[src/rtl/datapath_mem_hs_if.sv]
// Datapath-to-memory-bridge handshake: mem_req holds address/data/direction until a one-cycle mem_ack.
// mem_rdata is only meaningful in the cycle mem_ack is high.
interface datapath_mem_hs_if #(
  parameter int DATA_W = 16,
  parameter int ADDR_W = 16
);
  logic              mem_req;
  logic              mem_we;
  logic [ADDR_W-1:0] mem_addr;
  logic [DATA_W-1:0] mem_wdata;
  logic [DATA_W-1:0] mem_rdata;
  logic              mem_ack;

  modport master (output mem_req, mem_we, mem_addr, mem_wdata, input mem_rdata, mem_ack);
  modport slave  (input mem_req, mem_we, mem_addr, mem_wdata, output mem_rdata, mem_ack);
endinterface

[src/rtl/datapath_mem_hs.sv]
// LC-3-style datapath (regfile, ALU, address adder, NZP/BEN) with a req/ack memory port; loads land on the next edge.
// An access takes >= 2 cycles MEM_START->MEM_R; mem_req doubles as busy and blocks LD_MAR/LD_MDR/MEM_START.
module datapath_mem_hs #(
  parameter int DATA_W  = 16,
  parameter int ADDR_W  = 16,
  parameter int TIMEOUT = 255
) (
  input  logic              Clk,
  input  logic              Reset,
  input  logic [6:0]        LD,
  input  logic [3:0]        GATE,
  input  logic [1:0]        PCMUX,
  input  logic              DRMUX,
  input  logic              SR1MUX,
  input  logic              SR2MUX,
  input  logic              ADDR1MUX,
  input  logic [1:0]        ADDR2MUX,
  input  logic [1:0]        ALUK,
  input  logic              MEM_START,
  input  logic              MEM_WE,
  datapath_mem_hs_if.master mem,
  output logic [ADDR_W-1:0] MAR,
  output logic [DATA_W-1:0] MDR,
  output logic [15:0]       IR,
  output logic [DATA_W-1:0] PC,
  output logic              BEN,
  output logic [2:0]        NZP,
  output logic              MEM_R,
  output logic              BUS_ERR,
  output logic              MEM_ERR
);
  localparam int               CNT_W    = (TIMEOUT > 1) ? $clog2(TIMEOUT) : 1;
  localparam logic [CNT_W-1:0] CNT_LAST = CNT_W'(TIMEOUT - 1);

  typedef enum logic {IDLE, WAIT} state_t;
  state_t           state;
  logic [CNT_W-1:0] cnt;

  logic ld_mar, ld_mdr, ld_ir, ld_ben, ld_cc, ld_reg, ld_pc;
  assign {ld_mar, ld_mdr, ld_ir, ld_ben, ld_cc, ld_reg, ld_pc} = LD;

  logic [DATA_W-1:0] rf [8];
  logic [2:0]        dr, sr1_sel;
  logic [DATA_W-1:0] sr1, sr2, alu, addr1, addr2, adder, bus;
  logic [DATA_W-1:0] imm5, off6, off9, off11;
  logic              multi_gate;

  assign imm5  = {{(DATA_W-5){IR[4]}},   IR[4:0]};
  assign off6  = {{(DATA_W-6){IR[5]}},   IR[5:0]};
  assign off9  = {{(DATA_W-9){IR[8]}},   IR[8:0]};
  assign off11 = {{(DATA_W-11){IR[10]}}, IR[10:0]};

  assign dr      = DRMUX  ? 3'd7 : IR[11:9];
  assign sr1_sel = SR1MUX ? IR[8:6] : IR[11:9];
  assign sr1     = rf[sr1_sel];
  assign sr2     = SR2MUX ? imm5 : rf[IR[2:0]];
  assign addr1   = ADDR1MUX ? sr1 : PC;
  assign adder   = addr1 + addr2;

  always_comb begin
    case (ADDR2MUX)
      2'b00:   addr2 = '0;
      2'b01:   addr2 = off6;
      2'b10:   addr2 = off9;
      default: addr2 = off11;
    endcase
  end

  always_comb begin
    case (ALUK)
      2'b00:   alu = sr1 + sr2;
      2'b01:   alu = sr1 & sr2;
      2'b10:   alu = ~sr1;
      default: alu = sr1;
    endcase
  end

  // Contention drives zero rather than a wired-OR of sources.
  always_comb begin
    case (GATE)
      4'b1000: bus = PC;
      4'b0100: bus = MDR;
      4'b0010: bus = alu;
      4'b0001: bus = adder;
      default: bus = '0;
    endcase
  end
  assign multi_gate = (GATE & (GATE - 4'd1)) != 4'd0;

  always_ff @(posedge Clk or posedge Reset) begin
    if (Reset) begin
      PC      <= '0;
      IR      <= '0;
      MAR     <= '0;
      NZP     <= 3'b010;
      BEN     <= 1'b0;
      BUS_ERR <= 1'b0;
      for (int i = 0; i < 8; i++) rf[i] <= '0;
    end else begin
      if (ld_pc) begin
        case (PCMUX)
          2'b00:   PC <= PC + DATA_W'(1);
          2'b01:   PC <= bus;
          2'b10:   PC <= adder;
          default: PC <= PC;
        endcase
      end
      if (ld_ir) IR <= bus[15:0];
      if (ld_mar && !mem.mem_req) MAR <= bus[ADDR_W-1:0];
      if (ld_reg) rf[dr] <= bus;
      if (ld_cc) NZP <= bus[DATA_W-1] ? 3'b100 : ((bus == '0) ? 3'b010 : 3'b001);
      if (ld_ben) BEN <= (IR[11] & NZP[2]) | (IR[10] & NZP[1]) | (IR[9] & NZP[0]);
      if (multi_gate) BUS_ERR <= 1'b1;
    end
  end

  // MDR lives here: it is written either from the bus (idle) or by a completed read.
  always_ff @(posedge Clk or posedge Reset) begin
    if (Reset) begin
      state         <= IDLE;
      cnt           <= '0;
      mem.mem_req   <= 1'b0;
      mem.mem_we    <= 1'b0;
      mem.mem_addr  <= '0;
      mem.mem_wdata <= '0;
      MDR           <= '0;
      MEM_R         <= 1'b0;
      MEM_ERR       <= 1'b0;
    end else begin
      MEM_R <= 1'b0;
      case (state)
        IDLE: begin
          if (ld_mdr) MDR <= bus;
          if (MEM_START) begin
            mem.mem_addr  <= MAR;
            mem.mem_wdata <= MDR;
            mem.mem_we    <= MEM_WE;
            mem.mem_req   <= 1'b1;
            cnt           <= '0;
            state         <= WAIT;
          end
        end
        WAIT: begin
          if (mem.mem_ack) begin
            mem.mem_req <= 1'b0;
            MEM_R       <= 1'b1;
            state       <= IDLE;
            if (!mem.mem_we) MDR <= mem.mem_rdata;
          end else if (cnt == CNT_LAST) begin
            mem.mem_req <= 1'b0;
            MEM_R       <= 1'b1;
            MEM_ERR     <= 1'b1;
            state       <= IDLE;
          end else begin
            cnt <= cnt + CNT_W'(1);
          end
        end
      endcase
    end
  end
endmodule
[src/flat_wrapper.sv]
// flat-port wrapper written by rule: the top's interface ports become plain ports
module datapath_mem_hs_flat 
#(
  parameter int DATA_W  = 16,
  parameter int ADDR_W  = 16,
  parameter int TIMEOUT = 255
)
  (Clk, Reset, LD, GATE, PCMUX, DRMUX, SR1MUX, SR2MUX, ADDR1MUX, ADDR2MUX, ALUK, MEM_START, MEM_WE, MAR, MDR, IR, PC, BEN, NZP, MEM_R, BUS_ERR, MEM_ERR, mem_mem_req, mem_mem_we, mem_mem_addr, mem_mem_wdata, mem_mem_rdata, mem_mem_ack);
  datapath_mem_hs_if #(.DATA_W(DATA_W), .ADDR_W(ADDR_W)) mem_i ();
  input  logic Clk;
  input  logic Reset;
  input  logic [6:0] LD;
  input  logic [3:0] GATE;
  input  logic [1:0] PCMUX;
  input  logic DRMUX;
  input  logic SR1MUX;
  input  logic SR2MUX;
  input  logic ADDR1MUX;
  input  logic [1:0] ADDR2MUX;
  input  logic [1:0] ALUK;
  input  logic MEM_START;
  input  logic MEM_WE;
  output logic [ADDR_W-1:0] MAR;
  output logic [DATA_W-1:0] MDR;
  output logic [15:0] IR;
  output logic [DATA_W-1:0] PC;
  output logic BEN;
  output logic [2:0] NZP;
  output logic MEM_R;
  output logic BUS_ERR;
  output logic MEM_ERR;
  output wire logic [$bits(mem_i.mem_req)-1:0] mem_mem_req;
  output wire logic [$bits(mem_i.mem_we)-1:0] mem_mem_we;
  output wire logic [$bits(mem_i.mem_addr)-1:0] mem_mem_addr;
  output wire logic [$bits(mem_i.mem_wdata)-1:0] mem_mem_wdata;
  input wire logic [$bits(mem_i.mem_rdata)-1:0] mem_mem_rdata;
  input wire logic [$bits(mem_i.mem_ack)-1:0] mem_mem_ack;
  assign mem_mem_req = mem_i.mem_req;
  assign mem_mem_we = mem_i.mem_we;
  assign mem_mem_addr = mem_i.mem_addr;
  assign mem_mem_wdata = mem_i.mem_wdata;
  assign mem_i.mem_rdata = mem_mem_rdata;
  assign mem_i.mem_ack = mem_mem_ack;
  datapath_mem_hs #(.DATA_W(DATA_W), .ADDR_W(ADDR_W), .TIMEOUT(TIMEOUT)) u_core (.Clk(Clk), .Reset(Reset), .LD(LD), .GATE(GATE), .PCMUX(PCMUX), .DRMUX(DRMUX), .SR1MUX(SR1MUX), .SR2MUX(SR2MUX), .ADDR1MUX(ADDR1MUX), .ADDR2MUX(ADDR2MUX), .ALUK(ALUK), .MEM_START(MEM_START), .MEM_WE(MEM_WE), .mem(mem_i), .MAR(MAR), .MDR(MDR), .IR(IR), .PC(PC), .BEN(BEN), .NZP(NZP), .MEM_R(MEM_R), .BUS_ERR(BUS_ERR), .MEM_ERR(MEM_ERR));
endmodule
[config.mk]
export PLATFORM = sky130hd
export DESIGN_NAME = datapath_mem_hs_flat
export DESIGN_NICKNAME = d
export VERILOG_FILES = /design/src/rtl/datapath_mem_hs_if.sv /design/src/rtl/datapath_mem_hs.sv /design/src/flat_wrapper.sv
export SDC_FILE = /design/constraint.sdc
export NUM_CORES = 1
export LEC_CHECK = 0
export ABC_AREA = 1
export BUFFER_PORTS_ARGS = -buffer_cell sky130_fd_sc_hd__clkbuf_2
export CAP_MARGIN = 10
export CORE_ASPECT_RATIO = 0.8
export CORE_MARGIN = 4
export CORE_UTILIZATION = 40
export CTS_CLUSTER_SIZE = 14
export DETAILED_ROUTE_END_ITERATION = 10
export HOLD_SLACK_MARGIN = 0.02
export SKIP_CTS_REPAIR_TIMING = 1
export SYNTH_ARGS = -nofsm -noshare
export SYNTH_HDL_FRONTEND = slang
export SYNTH_SLANG_ARGS = --single-unit
[constraint.sdc]
create_clock -name Clk -period 10.75 [get_ports Clk]
set_clock_uncertainty 0.05 [all_clocks]
set_input_delay 2.15 -clock Clk [delete_from_list [all_inputs] [get_ports Clk]]
set_output_delay 2.15 -clock Clk [all_outputs]
set_load 0.02 [all_outputs]
==> flow_summary.ini, run 1 <==
[min_path]
hp-start = u_core.mem.mem_addr[14]
hold_class = register to register
hold_depth = 2

[global_routing]
grt_pass1_wl_um = 88700
track_usage = 0.275
grt_antenna_before_repair = 0
gr-total-overflow = 0
grt_max_degree = 98
grt_pass1_vias = 14500

[critical_path]
startpoint = SR1MUX
endpoint_kind = register
cp.arrival_ps = 7070
path_class = input port to register
cp.required_ps = 11160
start_kind = input port
worstReg2RegStart = u_core.IR[9]
crit_fanout = 50
reg2regPathDepth = 23

[die]
die_h_um = 183
start_util = 0.408
io_pins = 147
die_x_um = 226
core-area_um2 = 37400
fp-row-count = 63
die-area_um2 = 41300

[logic_synthesis]
synth_cells = 2196
yosysSeqAreaShare = 0.398
synth_top_family_by_area = simple AND/OR/NAND/NOR gates
syn_area_um2 = 15200
synth-xor-area-share = 0.00805
async_flop_share = 1.00
synth-edff-count = 0
synth_nets = 2277
ys_ff_latch = 242
synth-simple-area-share = 0.278
yosysWarnings = 0
synthAdderAreaFrac = 0.0330
synthMuxAreaShare = 0.000739
synth_flop_cell = dfrtp_1
avgSynthCellArea_um2 = 6.94
synth-compound-area-share = 0.186
ys_types = 47

[sta]
finalCritPeriodShare = 0.619
hold_viol_final = 0
min_period_ps = 6660
slew_violations = 0
rsz0062_at_grt = false
slew_headroom = 0.251
setup-violations-final = 0
worst_pin_slew_ps = 1120
finalSetupTns_ps = 0
max_freq_ghz = 0.150

[clock_network]
path_clk_slew_ps = 60
clockBufferDepth = 3
numClockSinks = 242
cts-htree-levels = 1
insertion_delay_ps = 570
cts_tree = built
cts_buffers = 27
root_buffer = clkbuf_16

[pwr]
power.density_nw_per_um2 = 232
peakVddDrop_mv = 0.116
pwr-share-seq = 0.350
clockPowerShare = 0.246
p_sw_mw = 1.73
switching_share = 0.433
internal_power_mw = 2.26
p_leak_nw = 8.34
pwr-share-comb = 0.404
total_power_mw = 3.98

[placed_design]
dp_hpwl_um = 40800
gp_congestion = 0.927
io_buffers = 146
dpl-instance-area_um2 = 16300

[drt]
wire_per_inst_um = 20.9
drtPass1Iterations = 6
viasPerCell = 5.63
drc = 0
ant_nets = 0
via_count = 15700
drt_wl_total_um = 58300
drtIter0Drc = 1915

[layout]
num_antenna_cells = 0
fin_area_um2 = 17200
area_growth_syn_to_layout_pct = 12.9
regArea_um2 = 6060
drive_gt1_frac = 0.119
fin_util = 0.460
n_fill_cell = 3877
nets = 2362
multi_input_area_um2 = 7740

[outcome]
status = complete, no violations

[job]
maxCapViolCount = 0
[kinds of logic (layout without fill, tap and decap cells)]
group | Yosys count | count (layout)
simple gates | 1011 | 1011
compound gates | 524 | 524
buf+inv | 365 | 470
flops | 242 | 242
fa+ha+maj | 39 | 39
xor+xnor | 14 | 14
mux | 1 | 1
[cells in the final DEF (no fill, tap or decap), drive strengths merged, types with 3 or more instances in the layout]
cell,n
o22ai,34
or2,4
a21oi,155
nand3,217
inv,247
o21bai,5
a31oi,35
o221ai,3
clkinv,9
nand4,13
nand3b,7
nand2,530
ha,37
buf,27
dfrtp,241
nor4,3
xor2,12
o21ai,269
bufinv,3
clkbuf,182
nor2,224
o211ai,14
nor3,13
[state kept, by name (all words and copies together) (netlist names)]
register and flops:
u_core.BEN 1, u_core.BUS_ERR 1, u_core.IR 16, u_core.MAR 16
u_core.MDR 16, u_core.MEM_ERR 1, u_core.MEM_R 1, u_core.NZP 3
u_core.PC 16, u_core.cnt 8, u_core.mem.mem_addr 16, u_core.mem.mem_req 1
u_core.mem.mem_wdata 16, u_core.mem.mem_we 1, u_core.rf 128, u_core.state 1
[stage by stage]
step	cells	worst slack, ps	hold WS (ps)
after global routing	2788	3690	449
after CTS	2788	4260	432
final	2788	4090	430
after global placement	2739	3740	410
after floorplan	2196	1910	437
after detailed placement	2739	3680	416
[cells in the mapped netlist, types with 2 or more instances]
library cell	count	share of area
nand2_1	519	0.13
o21ai_0	257	0.084
dfrtp_1	241	0.40
inv_1	237	0.058
nor2_1	223	0.055
nand3_1	213	0.070
a21oi_1	152	0.050
clkbuf_1	82	0.020
ha_1	37	0.030
a31oi_1	35	0.014
o22ai_1	34	0.014
buf_2	21	0.0069
o211ai_1	14	0.0069
nand4_1	13	0.0053
nor3_1	12	0.0039
xor2_1	12	0.0069
inv_2	9	0.0022
nand2_2	8	0.0033
buf_6	7	0.0052
nand3b_1	7	0.0034
o21ai_1	6	0.0020
o21ai_2	5	0.0029
o21bai_1	5	0.0025
nand3_2	4	0.0026
or2_2	4	0.0016
a21oi_2	3	0.0017
buf_1	3	0.00074
buf_4	3	0.0015
nand2_4	3	0.0022
nor4_1	3	0.0012
o221ai_1	3	0.0017
a21boi_0	2	0.00099
clkinv_1	2	0.00049
fa_1	2	0.0026
o311ai_0	2	0.0011
xnor2_1	2	0.0011
[layout make-up]
class,instances,area share
clock buffers,36,0.0442
clock inverters,13,0.00953
inverters,248,0.0546
multi-input cells,1589,0.450
flip-flops and latches,242,0.352
well taps,487,0.0354
repair buffers,173,0.0543
[critical path: stages]
cell      delay (ps)
clkbuf_2         250
inv_2            100
nand2_2          110
nand2_2          640
nand2_1          220
nand3_1           90
nand3_1           80
nand2_1          170
o21ai_0          220
ha_1             240
inv_1             80
fa_1             450
o21ai_0          470
xor2_1           190
nand2_1          110
o221ai_1         170
inv_1            250
nand2_1          400
nor2_1           210
nand3_1          110
nor2_2           150
nand2_1           60
nand2_1           60
nand2_1           50
[worst paths after layout]
| path | slack [ps] | to |
|---|---|---|
| setup / recovery | 4090 | u_core.NZP[0] |
| hold / removal | 430 | u_core.mem.mem_addr[14] |
| setup reg to reg | 5330 | u_core.NZP[0] |
| hold reg to reg | 430 | u_core.mem.mem_addr[14] |
| max in group asynchronous | 6680 | u_core.rf[39] |
| min in group asynchronous | 1620 | u_core.mem.mem_addr[12] |
[metal layers]
layer	vias up	wire length [um]	global-route usage
li1	7408	-	-
met1	7444	26300	0.418
met2	759	24900	0.406
met3	91	5770	0.0560
met4	0	1360	0.0587
met5	-	0	0
[power groups by stage]
| stage | combinational (mW) | clock [mW] | sequential, mW |
|---|---|---|---|
| after detailed placement | 1.58 | 0 | 1.40 |
| after global routing | 1.79 | 1.03 | 1.42 |
| after CTS | 1.59 | 0.994 | 1.39 |
| after floorplan | 0.975 | 0 | 1.46 |
| after global placement | 1.56 | 0 | 1.39 |
| final | 1.61 | 0.980 | 1.39 |
No activity file was read; power rests on OpenSTA's default activity.
==> run 2: changes to the inputs <==
==> constraint.sdc (replaced) <==
create_clock -name Clk -period 5.8 [get_ports Clk]
set_clock_uncertainty 0.05 [all_clocks]
set_input_delay 1.16 -clock Clk [delete_from_list [all_inputs] [get_ports Clk]]
set_output_delay 1.16 -clock Clk [all_outputs]
set_load 0.02 [all_outputs]
==> flow_summary.ini, run 2 (synthesis gave the netlist of run 1 again) <==
[sta]
slew_headroom = 0.221
worst_pin_slew_ps = 1170
finalSetupTns_ps = 0
slew_violations = 0
min_period_ps = 4930
setup_slack_ps = 868
rsz0062_at_grt = false
max_freq_ghz = 0.203
setup-violations-final = 0
hold_viol_final = 0
finalCritPeriodShare = 0.850

[clock_network]
path_clk_slew_ps = 60
numClockSinks = 242
clockBufferDepth = 3
cts_buffers = 26
cts_tree = built
cts-htree-levels = 1
root_buffer = clkbuf_16
insertion_delay_ps = 570

[pwr]
p_leak_nw = 8.42
power.density_nw_per_um2 = 425
peakVddDrop_mv = 0.204

[layout]
top_register = u_core.rf
drive_gt1_frac = 0.125
fin_area_um2 = 17300
largest_reg_flops = 128
area_growth_syn_to_layout_pct = 13.7
final_common_cell = nand2_1
n_fill_cell = 3885
nets = 2382
final_cell_mix = 518 x nand2_1, 256 x o21ai_0, 240 x dfrtp_1

[global_routing]
grt_pass1_vias = 15000
grt_pass1_wl_um = 90400
grt_max_degree = 134
grt_antenna_before_repair = 1
track_usage = 0.282
gr-total-overflow = 0

[die]
die-area_um2 = 41300
io_pins = 147
start_util = 0.408
fp-row-count = 63
core-area_um2 = 37400
die_h_um = 183
die_x_um = 226

[drt]
drc = 0
via_count = 15800
wire_per_inst_um = 21.1
viasPerCell = 5.62
drtIter0Drc = 1815
ant_nets = 0
drt_wl_total_um = 59300
drtPass1Iterations = 6

[min_path]
holdPathEnd = u_core.mem.mem_addr[0]
hold_depth = 2
hp-start = u_core.mem.mem_addr[0]
hold_class = register to register

[placed_design]
dp_hpwl_um = 43000
gp_congestion = 0.969
io_buffers = 146
dpl-instance-area_um2 = 16400
place_ws_ps = 425

[critical_path]
start_kind = input port
critical_path.cell_chain = clkbuf_2, inv_2, nand2_4, nand2_4, nand2_1, nand3_1, nand3_1, nand2_1, o21ai_0, ha_1, inv_1, fa_1, o21ai_0, nand2_1, nand2_1, nand3_1, nand2_1, nand2_1, nand3_1, nand2_1, a21oi_2, buf_4, a21oi_1
reg2regPathDepth = 24
crit_fanout = 29
critical_path_buf_inv_count = 4
cp.required_ps = 6140
cp.arrival_ps = 5270
critPathSlowestCell = o21ai_0
path_delay_family = simple AND/OR/NAND/NOR gates
crit_path_max_incr_delay_ps = 570
path_class = input port to register
crit_top_cell = nand2_1
r2r-end = u_core.PC[13]
ff2ff_setup_slack_ps = 1100
endpoint_kind = register
worstReg2RegStart = u_core.IR[1]

[job]
maxCapViolCount = 0

[outcome]
status = complete, no violations
-- run 2: per-stage QoR --
stage	total power, mW	utilization	hold WS, ps	instances
after floorplan	4.52	-	437	2196
after global placement	5.55	0.440	411	2760
after detailed placement	5.58	0.440	417	2760
after CTS	7.32	0.464	434	2808
after global routing	7.85	0.464	461	2808
final	7.37	0.464	435	2809
-- run 2: layout make-up --
type	instances	area [um2]	area share
Sequential cell	242	6060	0.350
Timing Repair Buffer	194	1100	0.0637
Multi-Input combinational cell	1589	7740	0.447
Antenna cell	1	2.50	0.000144
Clock buffer	41	777	0.0448
Inverter	248	935	0.0539
Clock inverter	7	103	0.00592
Tap cell	487	609	0.0352
-- run 2: worst max-delay path by stage --
stage	to	start	depth (start not counted)	slack [ps]
3_5_place_dp	u_core.NZP[0]	SR1MUX	26	420
6_report	u_core.MAR[14]	SR1MUX	23	870
3_3_place_gp	u_core.NZP[0]	SR1MUX	26	450
2_1_floorplan	u_core.NZP[0]	SR1MUX	30	1290
4_1_cts	u_core.NZP[0]	SR1MUX	26	1010
5_1_grt	u_core.NZP[0]	SR1MUX	26	390
-- run 2: tightest hold or removal path, delay by kind of cell, from the launching register on --
kind	cells	cell delay (ps)
simple gates	2	120
flops	1	340
-- run 2: per-layer routing --
metal	up-vias	track usage	wire [um]
li1	7441	-	-
met1	7545	0.404	26400
met2	690	0.415	25000
met3	103	0.0915	6410
met4	0	0.0677	1540
met5	-	0	0
-- run 2: where the power goes --
group	switching, mW	total, mW	internal (mW)
clock	0.724	1.73	1.01
sequential	0.420	2.61	2.19
combinational	2.07	3.02	0.949
